$ cat config.mk
export PLATFORM = sky130hd
export DESIGN_NAME = apb_regfile_slave
export DESIGN_NICKNAME = d
export VERILOG_FILES = /design/src/rtl/apb_pkg.sv /design/src/rtl/apb_wait_ctr.sv /design/src/rtl/apb_regfile_slave.sv
export SDC_FILE = /design/constraint.sdc
export NUM_CORES = 1
export LEC_CHECK = 0
export CAP_MARGIN = 15
export CORE_MARGIN = 1
export CORE_UTILIZATION = 57
export CTS_BUF_LIST = sky130_fd_sc_hd__clkbuf_8
export CTS_CLUSTER_DIAMETER = 30
export DETAILED_ROUTE_END_ITERATION = 8
export GPL_ROUTABILITY_DRIVEN = 1
export PLACE_DENSITY = 0.83
export SETUP_SLACK_MARGIN = 0.02
export SYNTH_ARGS = -nofsm -noshare
export SYNTH_HDL_FRONTEND = slang
export SYNTH_HIERARCHICAL = 1
export SYNTH_SLANG_ARGS = --single-unit
$ cat constraint.sdc
create_clock -name PCLK -period 2.9 [get_ports PCLK]
set_clock_uncertainty 0.15 [all_clocks]
set_input_delay 0.725 -clock PCLK [delete_from_list [all_inputs] [get_ports PCLK]]
set_output_delay 0.725 -clock PCLK [all_outputs]
set_load 0.02 [all_outputs]
$ cat src/rtl/apb_pkg.sv
// Shared definitions for the APB register-file slave: FSM state encoding,
// address-decode constants and the word-index / error decode helper.
package apb_pkg;

    // Transfer FSM states
    typedef enum logic [1:0] {
        IDLE,
        SETUP,
        WAIT,
        ACCESS
    } apbState_t;

    // Registers are word aligned, so the two low address bits select a byte
    localparam int ADDR_LSB = 2;

    // Largest number of wait states the 4-bit wait counter can express
    localparam int MAX_WAIT = 15;

    // Result of decoding a byte address into a register slot
    typedef struct packed {
        logic        err;
        logic [31:0] idx;
    } addrDecode_t;

    // Word index is the address shifted down by ADDR_LSB; the access is
    // rejected when it is not word aligned or points past the last register.
    function automatic addrDecode_t decodeAddr(input logic [63:0] addr,
                                               input int unsigned numRegs);
        addrDecode_t res;
        logic [63:0] wordIdx;
        wordIdx = addr >> ADDR_LSB;
        res.idx = wordIdx[31:0];
        res.err = (addr[ADDR_LSB-1:0] != '0) || (wordIdx >= 64'(numRegs));
        return res;
    endfunction

endpackage

$ cat src/rtl/apb_wait_ctr.sv
// Wait-state counter for the APB register-file slave. Cleared when a new
// transfer starts, counts while the transfer is stretched and raises done
// once it has reached WAIT_CYCLES-1, holding there until the next clear.
module apb_wait_ctr
    import apb_pkg::*;
#(
    parameter int WAIT_CYCLES = 1
) (
    input  logic clk_i,
    input  logic reset_i,
    input  logic clear_i,
    input  logic enable_i,
    output logic done_o
);

    localparam int CNT_W = $clog2(MAX_WAIT + 1);
    localparam logic [CNT_W-1:0] LAST = CNT_W'(WAIT_CYCLES - 1);

    logic [CNT_W-1:0] count_q;
    logic [CNT_W-1:0] count_d;

    // Clear has priority over counting so a back-to-back transfer restarts at 0
    always_comb begin
        count_d = count_q;
        if (clear_i) begin
            count_d = '0;
        end else if (enable_i) begin
            count_d = count_q + CNT_W'(1);
        end
    end

    // Counter register with synchronous reset
    always_ff @(posedge clk_i) begin
        if (reset_i) begin
            count_q <= '0;
        end else begin
            count_q <= count_d;
        end
    end

    assign done_o = (count_q == LAST);

endmodule

$ cat src/rtl/apb_regfile_slave.sv
// Parametrised APB slave register file: NUM_REGS word registers, WAIT_CYCLES
// stretched access phases and PSLVERR on misaligned or out-of-range addresses.
// Defining APB_REGFILE_PSTRB_EN adds the PSTRB port and byte-lane writes.
module apb_regfile_slave
    import apb_pkg::*;
#(
    parameter int DATA_W      = 32,
    parameter int ADDR_W      = 32,
    parameter int NUM_REGS    = 4,
    parameter int WAIT_CYCLES = 0
) (
    input  logic                PCLK,
    input  logic                PRESET,
    input  logic                PSEL,
    input  logic                PENABLE,
    input  logic                PWRITE,
    input  logic [ADDR_W-1:0]   PADDR,
    input  logic [DATA_W-1:0]   PWDATA,
`ifdef APB_REGFILE_PSTRB_EN
    input  logic [DATA_W/8-1:0] PSTRB,
`endif
    output logic [DATA_W-1:0]   PRDATA,
    output logic                PREADY,
    output logic                PSLVERR
);

    localparam int IDX_W = (NUM_REGS > 1) ? $clog2(NUM_REGS) : 1;

    apbState_t         state_q, state_d;
    logic [IDX_W-1:0]  idx_q, idx_d;
    logic              err_q, err_d;
    logic              write_q, write_d;
    logic              pready_q, pready_d;
    logic              pslverr_q, pslverr_d;
    logic [DATA_W-1:0] prdata_q, prdata_d;
    logic [DATA_W-1:0] regFile_q [NUM_REGS];
    logic [DATA_W-1:0] regFile_d [NUM_REGS];

    addrDecode_t       liveDec;
    logic [IDX_W-1:0]  liveIdx;
    logic              startXfer;
    logic              inXfer;
    logic              waitDone;
    logic              writeEn;

    assign liveDec = decodeAddr(64'(PADDR), NUM_REGS);
    assign liveIdx = IDX_W'(liveDec.idx);

    // A setup phase is accepted only while no transfer is in flight
    assign startXfer = ((state_q == IDLE) || (state_q == ACCESS)) && PSEL && !PENABLE;
    assign inXfer    = (state_q == SETUP) || (state_q == WAIT);
    assign writeEn   = PSEL && PENABLE && pready_q && write_q && PWRITE && !err_q;

    generate
        if (WAIT_CYCLES > 0) begin : gWait
            apb_wait_ctr #(
                .WAIT_CYCLES(WAIT_CYCLES)
            ) uWaitCtr (
                .clk_i   (PCLK),
                .reset_i (PRESET),
                .clear_i (startXfer),
                .enable_i(inXfer && !waitDone),
                .done_o  (waitDone)
            );
        end else begin : gNoWait
            assign waitDone = 1'b1;
        end
    endgenerate

    // FSM state register
    always_ff @(posedge PCLK) begin
        if (PRESET) begin
            state_q <= IDLE;
        end else begin
            state_q <= state_d;
        end
    end

    // FSM next state; WAIT is left only after the ready beat has been shown
    always_comb begin
        state_d = state_q;
        case (state_q)
            IDLE, ACCESS: state_d = startXfer ? SETUP : IDLE;
            SETUP: begin
                if (!PSEL) begin
                    state_d = IDLE;
                end else if (WAIT_CYCLES == 0) begin
                    state_d = ACCESS;
                end else begin
                    state_d = WAIT;
                end
            end
            WAIT: begin
                if (!PSEL) begin
                    state_d = IDLE;
                end else if (waitDone && pready_q) begin
                    state_d = ACCESS;
                end
            end
            default: state_d = IDLE;
        endcase
    end

    // FSM outputs: decode is captured at setup and the response is precomputed
    always_comb begin
        idx_d   = startXfer ? liveIdx     : idx_q;
        err_d   = startXfer ? liveDec.err : err_q;
        write_d = startXfer ? PWRITE      : write_q;
        if (WAIT_CYCLES == 0) begin
            pready_d = startXfer;
        end else begin
            pready_d = inXfer && PSEL && waitDone && !pready_q;
        end
        pslverr_d = pready_d && err_d;
        prdata_d  = '0;
        if (pready_d && !err_d && !write_d) begin
            prdata_d = regFile_q[idx_d];
        end
    end

    // Register array update on the completing edge of a good write
    always_comb begin
        regFile_d = regFile_q;
        if (writeEn) begin
`ifdef APB_REGFILE_PSTRB_EN
            for (int b = 0; b < DATA_W / 8; b++) begin
                if (PSTRB[b]) begin
                    regFile_d[idx_q][8*b +: 8] = PWDATA[8*b +: 8];
                end
            end
`else
            regFile_d[idx_q] = PWDATA;
`endif
        end
    end

    // Datapath and response registers, all cleared by reset
    always_ff @(posedge PCLK) begin
        if (PRESET) begin
            idx_q     <= '0;
            err_q     <= 1'b0;
            write_q   <= 1'b0;
            pready_q  <= 1'b0;
            pslverr_q <= 1'b0;
            prdata_q  <= '0;
            for (int r = 0; r < NUM_REGS; r++) begin
                regFile_q[r] <= '0;
            end
        end else begin
            idx_q     <= idx_d;
            err_q     <= err_d;
            write_q   <= write_d;
            pready_q  <= pready_d;
            pslverr_q <= pslverr_d;
            prdata_q  <= prdata_d;
            regFile_q <= regFile_d;
        end
    end

    assign PRDATA  = prdata_q;
    assign PREADY  = pready_q;
    assign PSLVERR = pslverr_q;

endmodule

# Yosys cells after proc, flatten, opt, wreduce, memory -nomap -nowiden
# Index checks and enable logic that the tools add are counted.
[word_totals]
regBits = 168
output_inout_bits = 34
wordCells = 57
input_bits = 69
[classes]
reduce_logical = 21
n_eq_ne = 4
n_bitwise = 3
mux = 14
order_cmp = 4
[ops]
columns = ["operator", "n"]
rows = [
  ["bitwise mux 128 bit", 1],
  ["2-to-1 mux 32 bit", 3],
  ["binary-select mux 32 bit (select 2 bit)", 1],
  ["demux 32 bit (select 2 bit)", 1],
  ["greater-or-equal comparator 30 x 3 -> 1 bit (second input constant)", 1],
  ["logical AND 1 bit", 11],
  ["2-to-1 mux 2 bit", 4],
  ["greater-or-equal comparator 3 bit (second input constant)", 2],
  ["inverter 2 -> 3 bit", 2],
  ["one-hot mux 2 bit (3 select lines)", 1],
  ["== test 2 bit (second input constant)", 2],
  ["logical NOT 1 bit", 4],
  ["OR reduction 2 bit", 2],
  ["less-than comparator 3 x 1 -> 1 bit (second input constant)", 1],
  ["2-to-1 mux 1 bit", 3],
  ["!= test 3 bit (second input constant)", 1],
  ["== test 2 x 1 -> 1 bit (second input constant)", 1],
  ["logical NOT 2 bit", 1],
  ["logical OR 1 bit", 2],
  ["nonzero test 2 bit", 1],
  ["inverter 1 bit", 1],
]

# Depth between registers and ports, before layout
[depth]
ltp_word = 10
depth_mapped = 9

# Worst setup path before layout
# No wires, ideal clock.
[synth_path]
path_kind = "in2reg"
from = "in PENABLE"
to = "reg prdata_q[17], in the netlist PRDATA[17]"
n_path_buf = 2
cell_stages = 7
slack_ns = 0.471
arrival_time_ns = 2.146
setup_ns = 0.132
path_cell_list = "and3b_1 -> buf_6 -> mux2i_4 -> buf_6 -> mux4_2 -> nand2_1 -> a21oi_1"
[synth_between]
elab_chain_len = 8
word_cells_on_any_way = 15
classes_between = "mux: 6; bitwise: 2; reduce/logical: 7"
[synth_lines]
columns = ["item", "line_no", "rtl"]
rows = [
  ["from (decl)", "apb_regfile_slave.sv:15", "input logic PENABLE,"],
  ["logical NOT 1 bit *", "apb_regfile_slave.sv:50", "assign startXfer = ((state_q == IDLE) || (state_q == ACCESS)) && PSEL && !PENABLE;"],
  ["logical AND 1 bit *", "apb_regfile_slave.sv:50", ""],
  ["branches (longest 6 deep; another with binary-select mux 32 bit (select 2 bit))", "-", ""],
  ["to (signal assigned)", "apb_regfile_slave.sv:155", "prdata_q <= prdata_d;"],
  ["to (decl)", "apb_regfile_slave.sv:35", "logic [DATA_W-1:0] prdata_q, prdata_d;"],
]
# Mark *: on every way between the ends. The select of a mux whose other input is x is not followed.
# A chain may end at the register's enable or synchronous reset.

# Worst setup path after layout
[layout_path]
from = "in PADDR[5]"
to = "reg prdata_q[30], in the netlist PRDATA[30]"
[layout_between]
elab_chain_len = 8
[layout_lines]
columns = ["item", "line_no", "rtl"]
rows = [
  ["from (decl)", "apb_regfile_slave.sv:17", "input logic [ADDR_W-1:0] PADDR,"],
  ["greater-or-equal comparator 30 x 3 -> 1 bit", "apb_pkg.sv:33", "res.err = (addr[ADDR_LSB-1:0] != '0) || (wordIdx >= 64'(numRegs));"],
  ["logical OR 1 bit", "apb_pkg.sv:33", ""],
  ["2-to-1 mux 1 bit", "apb_regfile_slave.sv:107", "err_d = startXfer ? liveDec.err : err_q;"],
  ["logical NOT 1 bit", "apb_regfile_slave.sv:116", "if (pready_d && !err_d && !write_d) begin"],
  ["logical AND 1 bit (2 in series)", "apb_regfile_slave.sv:116", ""],
  ["inverter 1 bit (no source line)", "-", ""],
  ["OR reduction 2 bit (no source line)", "-", ""],
]
# No other way between the ends.

==> metrics.txt <==
Max Clock Freq approximately 400 MHz; total CTS buffers 17; Mapped Cells 752; largest net degree at the start of global routing 82; Avg Cell Area, Syn 9.89 um^2; WP buf/inv 3; Routed WL per cell approximately 18 um; min Tclk post-route 2490 ps; Setup Buffers After CTS 0; clock root cell clkbuf_8; antenna cell count 0; RR Endpoint PRDATA[18]; Unique masters post-synth 29; # hold bufs at CTS 0; pre-CTS setup slack -88.1 ps; P_leak 0.00319 uW; Mapped Nets between 800 and 900; vias in the first global route 6208; layout cells sized above 1 ~15%; Sum Neg Setup Slack 0 ps; CTS Buffer Depth 2; DR DRC count 0; # resized after CTS 0; initial antenna violation count 0; #FFs+latches synth 168; Critical Path End Type flop; RR Startpoint state_q[0]; peak supply drop roughly 0.30 mV; Port Buffers 102; DP Area 8730 um^2; Fill cells 912; power density over cell area 449 nW/um^2; Slowest cell on crit path clkdlybuf4s50_1; CP peak stage delay 430 ps; Slew Limit Fails 0; first-pass GRT wire length 29400 um; Design Area, Final around 9000 um^2; hpwl dp 11800 um; Slew @ Worst Pin 803 ps; status complete, no violations; commonest non-fill, non-tap cell in the layout nand2_1; most frequent cells in the layout nand2_1, dfxtp_1, clkdlybuf4s50_1; Synth warnings 6; CP dominant cell by count nor4_1; die height 116 um; Via Count 6085; HP Class flop to flop; Placeable Area 12700 um^2; WHS Path Cells 2; DR vias/cell approximately 5.9; I/O pin total roughly 100; row cnt just over 40; final hold violation count 0; Nets between 900 and 1000; Max-slew headroom about 46%; Tcrit/Tclk final between 80 and 90%; Initial Utilization 58.7%; Max Cap Viol 0; CTS tree done; hold slack 318 ps; Area growth syn-to-layout 21.7%; Seq/Total Area, Yosys 45.2%; First-pass DRT Iterations 5; WP data required 3130 ps; crit path DAT 2720 ps; GRT Total Usage 28.8%; hold path endpoint regFile_q[62]; gp weighted congestion 0.752; R2R cell count 8; Clk pin slew, worst setup/hold paths around 80 ps; WS Path Type primary input to flop; Detailed Route WL between 15000 and 20000 um; post-route setup slack 412 ps; Hold Crit Start regFile_q[62]; Synth Cell Area 7440 um^2; clock latency at the later pin of the worst-skew pair 460 ps; Worst setup SP type primary input; cell class contributing the biggest share of worst-path delay simple AND/OR/NAND/NOR gates; htree depth 4; worst path cell trace clkdlybuf4s50_1, nor4_1, nand4_1, nor4_1, buf_4, nand3b_1, buf_12, nor2_1; die area 13500 um^2; Horiz. Die Dim 116 um; RSZ-0062 raised after global routing false; worst-path maximum fanout 21; Setup-failing EPs final 0; R2R Setup Slk between 400 and 500 ps; Iteration-0 DRC Markers ~410; Routed Antenna Nets 0; Sink Count 168; total gr overflow 0
## worst min-delay path, stage by stage (launching register included)
cell     delay (ps)
dfxtp_1         320
nand2_1          50
a21oi_1          50
## registers in the layout, indices dropped and copies added (netlist names)
name	flops
err_q	1
idx_q	2
PRDATA	32
state_q	2
PREADY	1
regFile_q	128
write_q	1
PSLVERR	1
## Yosys cell counts
cell / number / share of area, %
mux2_2: 2 / 0.30
buf_6: 4 / 0.61
a211oi_1: 2 / 0.20
or4_1: 1 / 0.10
and3_1: 1 / 0.084
nor4_2: 1 / 0.17
clkbuf_1: 38 / 1.9
nand3_1: 2 / 0.13
nor2_1: 72 / 3.6
nand3b_1: 2 / 0.20
nor4b_1: 1 / 0.12
dfxtp_1: 168 / 45
buf_2: 14 / 0.94
nand2b_1: 3 / 0.25
inv_1: 2 / 0.10
ha_1: 1 / 0.17
nand2_1: 194 / 9.8
a311oi_1: 1 / 0.12
nor2b_1: 1 / 0.084
nor4_1: 9 / 0.76
nand4_1: 2 / 0.17
mux4_2: 62 / 19
and3b_1: 1 / 0.12
nor3b_1: 1 / 0.10
mux2i_4: 1 / 0.30
a21oi_1: 96 / 6.5
buf_1: 2 / 0.10
buf_4: 1 / 0.10
mux2i_1: 67 / 9.0
## through the flow
step,instances,total power [uW],utilization [%]
floorplan,752,2540,-
global placement,999,2710,68.9
detailed placement,999,2720,68.9
CTS,1029,4080,71.4
global route,1029,4200,71.4
finish,1029,4070,71.4
## power by group
part	switching (uW)	internal, uW
clock network	783	625
logic	170	169
registers	10.8	2310
total	964	3110
## final cells by class
type	count	area, um^2	share of cell area (%)
clock buffer	20	275	3.04
clock inverter	10	43.8	0.484
inverter	2	7.51	0.0829
multi-input combinational	523	3820	42.2
sequential	168	3360	37.2
tap	172	215	2.38
timing repair buffer	134	1330	14.7
## per-layer routing
layer	vias up	track usage [%]	share of wire (%)
li1	2812	-	-
met1	3023	32.0	39
met2	212	51.7	53
met3	38	6.23	5.7
met4	0	14.7	2.5
met5	-	0	0
## logic make-up after synthesis
kind of cell	after synthesis	synth area share (%)
DFF	168	45.2
AOI/OAI and AO/OA	99	6.78
and+or+nand+nor	291	15.7
muxes	132	28.4
adders and majority gates	1	0.168
buffers and inverters	61	3.77
## worst max-delay path by stage
| stage | from | to | depth (start not counted) |
|---|---|---|---|
| 2_1_floorplan | PENABLE | PRDATA[17] | 7 |
| 4_1_cts | PADDR[5] | PRDATA[3] | 8 |
| 5_1_grt | state_q[0] | PRDATA[20] | 8 |
| 3_5_place_dp | PADDR[5] | PRDATA[3] | 8 |
| 3_3_place_gp | PADDR[1] | PRDATA[14] | 8 |
| 6_report | PADDR[5] | PRDATA[30] | 8 |
Power figures use the tool's default switching activity.
